[config.mk]
export PLATFORM = sky130hd
export DESIGN_NAME = ahb_slave_interface
export DESIGN_NICKNAME = d
export VERILOG_FILES = /design/src/rtl/ahb_slave_interface.sv
export SDC_FILE = /design/constraint.sdc
export NUM_CORES = 1
export LEC_CHECK = 0
export CAP_MARGIN = 20
export CORE_MARGIN = 2
export CORE_UTILIZATION = 36
export CTS_BUF_LIST = sky130_fd_sc_hd__clkbuf_4 sky130_fd_sc_hd__clkbuf_8
export CTS_CLUSTER_SIZE = 10
export DETAILED_ROUTE_END_ITERATION = 8
export MAX_ROUTING_LAYER = met4
export PLACE_DENSITY_LB_ADDON = 0.1
export SYNTH_ARGS = -nofsm -noshare
export SYNTH_HDL_FRONTEND = slang
export SYNTH_SLANG_ARGS = --single-unit
export TNS_END_PERCENT = 1
[constraint.sdc]
create_clock -name Hclk -period 1.9 [get_ports Hclk]
set_input_delay 0.285 -clock Hclk [delete_from_list [all_inputs] [get_ports Hclk]]
set_output_delay 0.285 -clock Hclk [all_outputs]
set_load 0.01 [all_outputs]
[src/rtl/ahb_slave_interface.sv]
// AHB-side front end of the AHB-to-APB bridge.
// Decodes the address phase into valid/tempselx and delays the address, write
// data and direction for the APB controller. Misaligned or unsupported-size
// transfers get a two-cycle AHB ERROR response and never reach the APB side.
//
// Handshake: a transfer is accepted in its address phase when Hreadyin=1 and
// Htrans is NONSEQ/SEQ; valid marks that cycle combinationally. err_stall is
// a wait request that the top level folds into Hreadyout.
module ahb_slave_interface #(
    parameter logic [31:0] BASE_ADDR = 32'h8000_0000,
    parameter logic [31:0] SLOT_SIZE = 32'h0400_0000
) (
    input  logic        Hclk,
    input  logic        Hresetin,
    input  logic        Hwrite,
    input  logic        Hreadyin,
    input  logic [1:0]  Htrans,
    input  logic [2:0]  Hsize,
    input  logic [31:0] Haddr,
    input  logic [31:0] Hwdata,
    input  logic [31:0] Prdata,
    output logic        valid,
    output logic [2:0]  tempselx,
    output logic [31:0] Haddr1,
    output logic [31:0] Haddr2,
    output logic [31:0] Hwdata1,
    output logic [31:0] Hwdata2,
    output logic        Hwritereg,
    output logic [31:0] Hrdata,
    output logic [1:0]  Hresp,
    output logic        err_stall,
    output logic [1:0]  o_dbg_state
);

    typedef enum logic [1:0] {
        ST_IDLE = 2'd0,
        ST_ERR1 = 2'd1,
        ST_ERR2 = 2'd2
    } state_t;

    // Slot boundaries are kept in 34 bits so 3*SLOT_SIZE cannot wrap.
    localparam logic [33:0] SPAN1 = {2'b00, SLOT_SIZE};
    localparam logic [33:0] SPAN2 = {2'b00, SLOT_SIZE} * 34'd2;
    localparam logic [33:0] SPAN3 = {2'b00, SLOT_SIZE} * 34'd3;

    state_t      r_state;
    logic [33:0] w_offset;
    logic        w_in_win;
    logic        w_act;
    logic        w_mis;

    assign w_offset = {2'b00, Haddr - BASE_ADDR};
    assign w_in_win = (Haddr >= BASE_ADDR) && (w_offset < SPAN3);
    assign w_act    = Hreadyin & Htrans[1] & w_in_win;

    // One-hot slot select from the offset inside the bridge window.
    always_comb begin
        tempselx = 3'b000;
        if (w_in_win) begin
            if (w_offset < SPAN1) begin
                tempselx = 3'b001;
            end else if (w_offset < SPAN2) begin
                tempselx = 3'b010;
            end else begin
                tempselx = 3'b100;
            end
        end
    end

    // Alignment screen: sizes above a word are not supported by the APB side.
    always_comb begin
        w_mis = 1'b1;
        case (Hsize)
            3'b000:  w_mis = 1'b0;
            3'b001:  w_mis = Haddr[0];
            3'b010:  w_mis = |Haddr[1:0];
            default: w_mis = 1'b1;
        endcase
    end

    // New transfers are only accepted while no error response is in flight.
    assign valid       = w_act & ~w_mis & (r_state == ST_IDLE) & ~Hresetin;
    assign Hrdata      = Prdata;
    assign o_dbg_state = r_state;

    // Address/data/direction delay line consumed by the APB controller.
    always_ff @(posedge Hclk) begin
        if (Hresetin) begin
            Haddr1    <= 32'h0;
            Haddr2    <= 32'h0;
            Hwdata1   <= 32'h0;
            Hwdata2   <= 32'h0;
            Hwritereg <= 1'b0;
        end else begin
            Haddr1    <= Haddr;
            Haddr2    <= Haddr1;
            Hwdata1   <= Hwdata;
            Hwdata2   <= Hwdata1;
            Hwritereg <= Hwrite;
        end
    end

    // Two-cycle ERROR response: first cycle stalls the master, second releases it.
    always_ff @(posedge Hclk) begin
        if (Hresetin) begin
            r_state   <= ST_IDLE;
            Hresp     <= 2'b00;
            err_stall <= 1'b0;
        end else begin
            case (r_state)
                ST_IDLE: begin
                    if (w_act && w_mis) begin
                        r_state   <= ST_ERR1;
                        Hresp     <= 2'b01;
                        err_stall <= 1'b1;
                    end else begin
                        Hresp     <= 2'b00;
                        err_stall <= 1'b0;
                    end
                end
                ST_ERR1: begin
                    r_state   <= ST_ERR2;
                    Hresp     <= 2'b01;
                    err_stall <= 1'b0;
                end
                ST_ERR2: begin
                    // The master cancels whatever it presents here, so it is ignored.
                    r_state   <= ST_IDLE;
                    Hresp     <= 2'b00;
                    err_stall <= 1'b0;
                end
                default: begin
                    r_state   <= ST_IDLE;
                    Hresp     <= 2'b00;
                    err_stall <= 1'b0;
                end
            endcase
        end
    end

endmodule
==> metrics.log <==
INFO  metric run_status = complete, but fails checks
INFO  metric failed_checks = setup timing
INFO  metric clock_skew = 0.00739 ns
INFO  metric ys_seq_elements = 133
INFO  metric die_area = 11600 µm²
INFO  metric grt_antenna_before_repair = 0
INFO  metric num_antenna_cells = 0
INFO  metric critical_path_class = reg -> out
INFO  metric clock_sink_count = 133
INFO  metric final-max-slew-violation-count = 0
INFO  metric clock.fmax = 459 MHz
INFO  metric flow.area_growth_from_synthesis = 61.5%
INFO  metric grt.met3_usage = 6.72%
INFO  metric synth.cell_area = 3890 µm²
INFO  metric grt_pass1_wl = 13900 µm
INFO  metric wl = 9720 µm
INFO  metric grt_start_max_net_pins = 68
INFO  metric clockBufferDepth = 2
INFO  metric critPathLaunchType = flop
INFO  metric buffer_ports.inserted = 208
INFO  metric post-layout-total-power = 5.87 mW
INFO  metric drive_gt1_share = 9.18%
INFO  metric dp_hpwl = 7320 µm
INFO  metric syn_inst = 324
INFO  metric place_congestion = 0.760
INFO  metric placement.setup.worst_slack = -0.740 ns
INFO  metric critPathMaxFanout = 2
INFO  metric fp.dieH = 108 µm
INFO  metric die_wd = 108 µm
INFO  metric timing.final.setup_violations = 1
INFO  metric slew_at_the_pin_closest_to_its_max_slew_limit = 0.675 ns
INFO  metric drt_iter0_markers = 91
INFO  metric power_per_cell_area = 935 nW/µm²
INFO  metric cts_root_buffer = clkbuf_8
INFO  metric dpl_cell_area = 5890 µm²
INFO  metric globalRouteMet1Util = 16.3%
INFO  metric worst_ep_required_time = 1.62 ns
INFO  metric via_per_inst = 4.12
INFO  metric first_global_vias = 2671
INFO  metric final_common_cell = clkdlybuf4s50_1
INFO  metric post_cts_buffers = 0
INFO  metric grtUsageMet2 = 28.5%
INFO  metric layout.nets = 616
INFO  metric rsz0062_at_grt = yes
INFO  metric synth.yosys.warnings = 0
INFO  metric maximum_capacitance_violations = 0
INFO  metric cts_htree_levels = 4
INFO  metric vdd_drop_max = 0.542 mV
INFO  metric drt_pre_antenna_iters = 4
INFO  metric hold_viol = 0
INFO  metric grt.busiest_layer = met2
INFO  metric worstHoldPathType = in -> reg
INFO  metric cts_hold_buffers = 0
INFO  metric clkSlewWorstSetupHoldPaths = 0.08 ns
INFO  metric yosysUniqueCellTypes = 16
INFO  metric drc_errors = 0
INFO  metric mappedNetlistNets = 429
INFO  metric placement_rows = 37
INFO  metric worstPathCellList = or4bb_1 > a211o_1 > nor3b_2 > buf_2
INFO  metric insertion_delay = 0.42 ns
INFO  metric slew_headroom = 55.0%
INFO  metric filler_cell_count = 909
INFO  metric route.detailed.wl_per_inst = 14.8 µm
INFO  metric final.setup.worst_slack = -0.279 ns
INFO  metric floorplan.io_pins = 275
INFO  metric cts_inserted_buffers = 17
INFO  metric starting_density_of_the_core = 37.3%
INFO  metric mean_area_per_synthesized_cell = 12.0 µm²
INFO  metric slowest_stage_cell_cp = or4bb_1
INFO  metric most-common-layout-cells = clkdlybuf4s50_1, dfxtp_1, nor2b_1, clkbuf_8, buf_4
INFO  metric power_leakage = 2.45 nW
INFO  metric post-route-min-period = 2.18 ns
INFO  metric core_area = 10400 µm²
INFO  metric finalInstanceArea = 6280 µm²
INFO  metric cts_tree = yes
INFO  metric routed-via-count = 2712
INFO  metric globalRouteTotalUtil = 16.9%
INFO  metric gr-total-overflow = 0
INFO  metric critical-path-max-stage-delay = 0.50 ns
INFO  metric fin_crit_share = 115%
INFO  metric crit_arrival = 1.89 ns
INFO  metric setup_tns = -0.279 ns
INFO  metric synth.yosys.seq_area_share = 68.5%
INFO  metric ant_nets = 0
INFO  metric critPathCaptureType = output pin
cell type report:
type                    instances  area [µm²]  share of cell area, %
flip-flops and latches        133        2660                   42.4
repair buffers                215        2120                   33.8
multi-input cells             144         928                   14.8
clock buffers                  19         262                   4.17
well taps                     136         170                   2.71
clock inverters                12         130                   2.07
flip-flops by register name, indices dropped and copies added (netlist names):
| register | count |
|---|---|
| Haddr1 | 32 |
| Hresp | 1 |
| Hwdata2 | 32 |
| err_stall | 1 |
| Hwritereg | 1 |
| Hwdata1 | 32 |
| Haddr2 | 32 |
| o_dbg_state | 2 |
through the flow:
| stage | util (%) | hold WS (ns) | cells |
|---|---|---|---|
| global placement | 56.5 | 0.443 | 628 |
| finish | 60.3 | 0.128 | 659 |
| floorplan | - | 0.413 | 324 |
| global route | 60.3 | 0.110 | 659 |
| detailed placement | 56.5 | 0.448 | 628 |
| CTS | 60.1 | 0.368 | 659 |
power by group:
group / internal (mW) / switching, mW
combinational: 0.404 / 0.212
clock: 1.23 / 1.07
sequential: 2.92 / 0.0442
what timing repair did:
action	in CTS	in global routing
setup endpoints to repair	4	3
gates cloned	0	0
resized for setup	14	8
hold endpoints to repair	0	0
pin swaps	1	3
worst max-delay path: cells and delay by family, from the launching register on:
family | cells | cell delay (ns)
flip-flops | 1 | 0.33
buffers and inverters | 1 | 0.17
AO/OA/AOI/OAI | 1 | 0.31
AND/OR/NAND/NOR | 2 | 0.67
synthesized netlist by cell type:
library cell    n  area, µm²
or4b_4          1       13.8
or3_1           1       6.26
a21oi_1         1       5.00
nor3b_2         1       12.5
buf_4          33        248
a211o_1         1       8.76
o21bai_1        1       7.51
nor3_1          3       15.0
clkbuf_1       14       52.6
nor2b_1       128        801
a21o_1          1       7.51
conb_1          1       3.75
nor2b_2         1       8.76
nor3b_1         3       22.5
dfxtp_1       133       2660
or4bb_1         1       11.3
path summary, 6_finish.rpt:
check | startpoint | to | slack, ns | cells after the start
worst max-delay path | o_dbg_state[1] | valid | -0.28 | 4
worst min register to register | Hwdata1[6] | Hwdata2[6] | 0.46 | 1
worst max register to register | o_dbg_state[1] | err_stall | 0.40 | 4
worst min-delay path | Haddr[31] | Haddr1[31] | 0.13 | 2
logic make-up after synthesis:
group                  after synthesis  share of synthesized area [%]
AOI/OAI and AO/OA                    4                          0.741
other                                1                         0.0965
buffers and inverters               47                           7.73
DFF                                133                           68.5
and+or+nand+nor                    139                           22.9
routing by layer:
| layer | vias to the layer above | share of wire, % |
|---|---|---|
| met5 | - | 0 |
| met4 | 0 | 3.2 |
| met3 | 30 | 9.4 |
| met2 | 154 | 51 |
| met1 | 1199 | 36 |
| li1 | 1329 | - |
(Power assumes the default switching activity.)
